<file path="config.mk">
export PLATFORM = sky130hd
export DESIGN_NAME = store_buffer
export DESIGN_NICKNAME = d
export VERILOG_FILES = /design/src/rtl/store_buffer.sv
export SDC_FILE = /design/constraint.sdc
export NUM_CORES = 1
export LEC_CHECK = 0
export ABC_AREA = 1
export BUFFER_PORTS_ARGS = -buffer_cell sky130_fd_sc_hd__buf_2
export CAP_MARGIN = 20
export CORE_UTILIZATION = 43
export CTS_BUF_LIST = sky130_fd_sc_hd__clkbuf_8
export DETAILED_ROUTE_END_ITERATION = 10
export HOLD_SLACK_MARGIN = 0.15
export PLACE_DENSITY = 0.71
export SYNTH_ARGS = -nofsm -noshare
export SYNTH_HDL_FRONTEND = slang
export SYNTH_SLANG_ARGS = --single-unit
</file>
<file path="constraint.sdc">
create_clock -name clk -period 10 [get_ports clk]
set_input_delay 1 -clock clk [delete_from_list [all_inputs] [get_ports clk]]
set_output_delay 1 -clock clk [all_outputs]
set_load 0.02 [all_outputs]
</file>
<file path="src/rtl/store_buffer.sv">
// store_buffer: FIFO write buffer between EX/MEM and the word-addressed data
// memory. Stores are accepted in one cycle and retired to memory in the
// background whenever no load owns the memory port; loads are forwarded from
// the youngest matching pending store.
// Optional feature macro: STORE_BUF_COALESCE_EN (in-place overwrite of the
// youngest entry when a new store targets the same address).
module store_buffer #(
  parameter int DEPTH  = 4,
  parameter int ADDR_W = 32,
  parameter int DATA_W = 32
) (
  input  logic                     clk,
  input  logic                     rst,
  input  logic                     st_valid,
  input  logic [ADDR_W-1:0]        st_addr,
  input  logic [DATA_W-1:0]        st_data,
  output logic                     st_ready,
  input  logic                     ld_valid,
  input  logic [ADDR_W-1:0]        ld_addr,
  input  logic [DATA_W-1:0]        mem_rdata,
  output logic [DATA_W-1:0]        ld_data,
  output logic                     ld_hit,
  output logic                     mem_we,
  output logic [ADDR_W-1:0]        mem_addr,
  output logic [DATA_W-1:0]        mem_wdata,
  output logic [$clog2(DEPTH):0]   count,
  output logic                     empty
);

  localparam int PTR_W = $clog2(DEPTH);
  localparam int CNT_W = PTR_W + 1;

  logic [ADDR_W-1:0] addr_q [DEPTH];
  logic [ADDR_W-1:0] addr_d [DEPTH];
  logic [DATA_W-1:0] data_q [DEPTH];
  logic [DATA_W-1:0] data_d [DEPTH];
  logic [PTR_W-1:0]  head_q, head_d;
  logic [PTR_W-1:0]  tail_q, tail_d;
  logic [CNT_W-1:0]  count_q, count_d;

  logic              full;
  logic              drain;
  logic              accept;
  logic              enq;
  logic              coal;
  logic              fwd_hit;
  logic [DATA_W-1:0] fwd_data;
  logic [PTR_W-1:0]  fwd_idx;

  assign full      = (count_q == CNT_W'(DEPTH));
  assign empty     = (count_q == '0);
  assign count     = count_q;

  // Loads always own the port; the head retires only on otherwise idle cycles.
  assign mem_we    = !ld_valid && !empty && !rst;
  assign drain     = mem_we;
  assign mem_addr  = ld_valid ? ld_addr : addr_q[head_q];
  assign mem_wdata = data_q[head_q];

`ifdef STORE_BUF_COALESCE_EN
  logic [PTR_W-1:0] young_idx;
  logic             young_match;

  assign young_idx   = tail_q - PTR_W'(1);
  assign young_match = !empty && (addr_q[young_idx] == st_addr);
  // A matching store can merge even when full, so readiness includes the match.
  assign st_ready    = !full || young_match;
  // When the youngest entry is also the head leaving this cycle, merging would
  // lose the data, so that store falls back to a normal allocation.
  assign coal        = st_valid && young_match && !(drain && (count_q == CNT_W'(1)));
`else
  assign st_ready    = !full;
  assign coal        = 1'b0;
`endif

  assign accept = st_valid && st_ready;
  assign enq    = accept && !coal;

  // Forwarding search, oldest to youngest so the youngest match wins.
  always_comb begin
    fwd_hit  = 1'b0;
    fwd_data = '0;
    fwd_idx  = '0;
    for (int unsigned i = 0; i < DEPTH; i++) begin
      fwd_idx = head_q + PTR_W'(i);
      if ((CNT_W'(i) < count_q) && (addr_q[fwd_idx] == ld_addr)) begin
        fwd_hit  = 1'b1;
        fwd_data = data_q[fwd_idx];
      end
    end
  end

  assign ld_hit  = ld_valid && fwd_hit;
  assign ld_data = ld_hit ? fwd_data : mem_rdata;

  // Next-state for storage, pointers and occupancy.
  always_comb begin
    addr_d  = addr_q;
    data_d  = data_q;
    head_d  = head_q;
    tail_d  = tail_q;
    if (enq) begin
      addr_d[tail_q] = st_addr;
      data_d[tail_q] = st_data;
      tail_d         = tail_q + PTR_W'(1);
    end
`ifdef STORE_BUF_COALESCE_EN
    if (coal) begin
      data_d[young_idx] = st_data;
    end
`endif
    if (drain) begin
      head_d = head_q + PTR_W'(1);
    end
    count_d = count_q + CNT_W'(enq) - CNT_W'(drain);
  end

  // Control state with synchronous reset; pending stores are discarded.
  always_ff @(posedge clk) begin
    if (rst) begin
      head_q  <= '0;
      tail_q  <= '0;
      count_q <= '0;
    end else begin
      head_q  <= head_d;
      tail_q  <= tail_d;
      count_q <= count_d;
    end
  end

  // Entry payload storage; validity is implied by head/count.
  always_ff @(posedge clk) begin
    addr_q <= addr_d;
    data_q <= data_d;
  end

endmodule

</file>
==> flow_summary.toml <==
[floorplanning]
die_h_um = 209
row_count = 75
start_util_pct = 43.8
ios = 235
core_area_um2 = 42200
die_w_um = 209
dieArea_um2 = 43800

[clock_network]
clk_latency_ns = 0.67
cts_setup_buffers = 0
cts_tree = "built"
post_cts_resized = 0
htree_levels = 2
cts_sinks = 263
clk_pin_slew_ns = 0.06
clockBufferDepth = 3
cts_made_buffers = 48
hold_buffers = 0
clockRootBuffer = "clkbuf_8"

[final_layout]
drive_above_1_share_pct = 12.0
final_cell_mix = "nand2_1, o21ai_0, nand3_1"
nets = 3049
area_delta_synth_final_pct = 12.6
mostFrequentLayoutCell = "nand2_1"
final_cells = 3493
final_util_pct = 49.3

[pwr]
powerDensity_nw_per_um2 = 251
ir_drop_mv = 0.192
p_leak_nw = 10.1

[timing]
worst_pin_slew_ns = 1.10
skew_ns = 0.0364
setup_viol = 0
rsz0062_at_grt = "no"
slew_violations = 0
max_freq_ghz = 0.141
max-slew-margin-rel_pct = 26.8
period_share_pct = 71.0
hold_viol = 0
tns_ns = 0
period_needed_ns = 7.10

[yosys]
synthMuxAreaShare_pct = 0
syn-num-nets = 2902
ys_ff_latch = 263
synth_xor_area_share_pct = 0.758
synthDistinctLibCells = 33
netlist.top_cell.by_area = "edfxtp_1"
avgSynthCellArea_um2 = 6.70
synth_compound_area_share_pct = 9.86
seq_area_frac_synth_pct = 42.3
yosys-top-cells-area = "edfxtp_1, nand2_1, o21ai_0"
synth.top_cell.area_share_pct = 41.6
synth_top_family_by_area = "simple AND/OR/NAND/NOR gates"
yosys.area_share.adder_pct = 0.649
synthesis.area_um2 = 18500
synthSimpleGateAreaFrac_pct = 38.0
synthArstFlopShare_pct = 0
synthFlopType = "edfxtp_1"
ys_warn_count = 0
synthCells = 2761
synth-edff-count = 256

[setup_path]
reg2reg_depth = 4
end_kind = "primary output"
start_kind = "flip-flop"
worstPathRequired_ns = 9.00
critPathKind = "reg -> out"
crit_arrival_ns = 6.10
crit_fanout = 143

[place]
place.gp.congestion = 0.970
placedCellCount = 3396
dp_hpwl_um = 40200
io_buffers = 234

[route]
vias = 18800
first_pass_iters = 6
drc = 0
viasPerCell = 5.39
initialDrtViolationCount = 1906
wirelength_um = 59200
antenna_left = 0
wire_per_inst_um = 16.9

[worst_hold_path]
hold_path_class = "reg -> reg"
worstHoldPathCells = 2

[global_route]
grt_max_degree = 215
grt_pass1_vias = 17100
grt_usage_pct = 26.8
antenna_found_initial = 13
grt_pass1_wl_um = 91800
grt_overflow_total = 0

[run_status]
status = "complete, no violations"

[flow_run]
maxCapViolCount = 0
## layer usage
layer  global-route usage (%)  routed length [µm]  vias up
li1                         -                   -     9227
met1                     34.9               24800     8611
met2                     43.5               27000      836
met3                     5.22                5150      158
met4                     11.5                2180       10
met5                        0                  54        -
## cell families after synthesis
group / after synthesis
buffers and inverters: 353
and+or+nand+nor: 1763
DFF: 263
xor gates and xnor gates: 16
AOI/OAI and AO/OA: 357
adders and majority gates: 9
## final cells by class
cell class / count / area, µm²
fill: 4157 / 21400
sequential: 263 / 7840
clock buffer: 48 / 661
multi-input combinational: 2145 / 9160
tap: 539 / 674
clock inverter: 38 / 370
antenna: 10 / 25.0
inverter: 197 / 746
timing repair buffer: 253 / 1350
## flip-flops by register name (all words and copies together), names as in the netlist
name and count:
addr_q 128, count 3, data_q 128, head_q 2, tail_q 2
## metrics by stage
step | power [W] | cell area (µm²) | hold WS, ns | setup WS, ns
after floorplan | 0.00335 | 18500 | 0.501 | 5.65
after global placement | 0.00398 | 19700 | 0.517 | 3.73
after detailed placement | 0.00405 | 19700 | 0.536 | 3.63
after CTS | 0.00519 | 20800 | 0.494 | 2.93
after global routing | 0.00560 | 20800 | 0.515 | 2.25
final | 0.00522 | 20800 | 0.543 | 2.90
## synth_stat cells (3+ instances only)
cell type	n
o21ai_1	28
ha_1	8
o211ai_1	10
buf_1	10
buf_6	13
nor2_1	126
clkbuf_1	64
xor2_1	15
o21ai_0	312
a21oi_1	3
nand2_1	1336
dfxtp_1	7
nor3_1	3
nor2_2	19
inv_1	194
edfxtp_1	256
buf_4	11
buf_2	57
nand4_1	6
nand3_1	267
## critical path: stages, from the launching register on
cell and delay [ns]:
dfxtp_4 0.54, inv_6 0.77, nand2_1 0.21, nand2_4 0.60, buf_4 0.94, nand2_1 0.15, nand3_1 0.14, nand2_1 0.06
nor2_1 0.09, nand2_1 0.05, nor2_1 0.10, nand3_1 0.08, nor2_2 0.09, buf_4 0.42, inv_1 0.33, buf_4 0.31
nand2_1 0.09, nand3_1 0.06, nand2_1 0.07, nand2_1 0.05, nand2_1 0.08, buf_2 0.17
## power breakdown
group | total, W | switching, W | internal, W
registers | 0.00143 | 0.000100 | 0.00133
logic | 0.00266 | 0.00193 | 0.000726
clock network | 0.00113 | 0.000497 | 0.000637
## path summary, 6_finish.rpt
kind | startpoint | slack [ns] | endpoint
max | head_q[0] | 2.90 | ld_data[14]
min | tail_q[1] | 0.54 | tail_q[1]
max reg2reg | head_q[1] | 7.06 | head_q[1]
min reg2reg | tail_q[1] | 0.54 | tail_q[1]
Note: power is estimated with default switching activity, not from simulation.
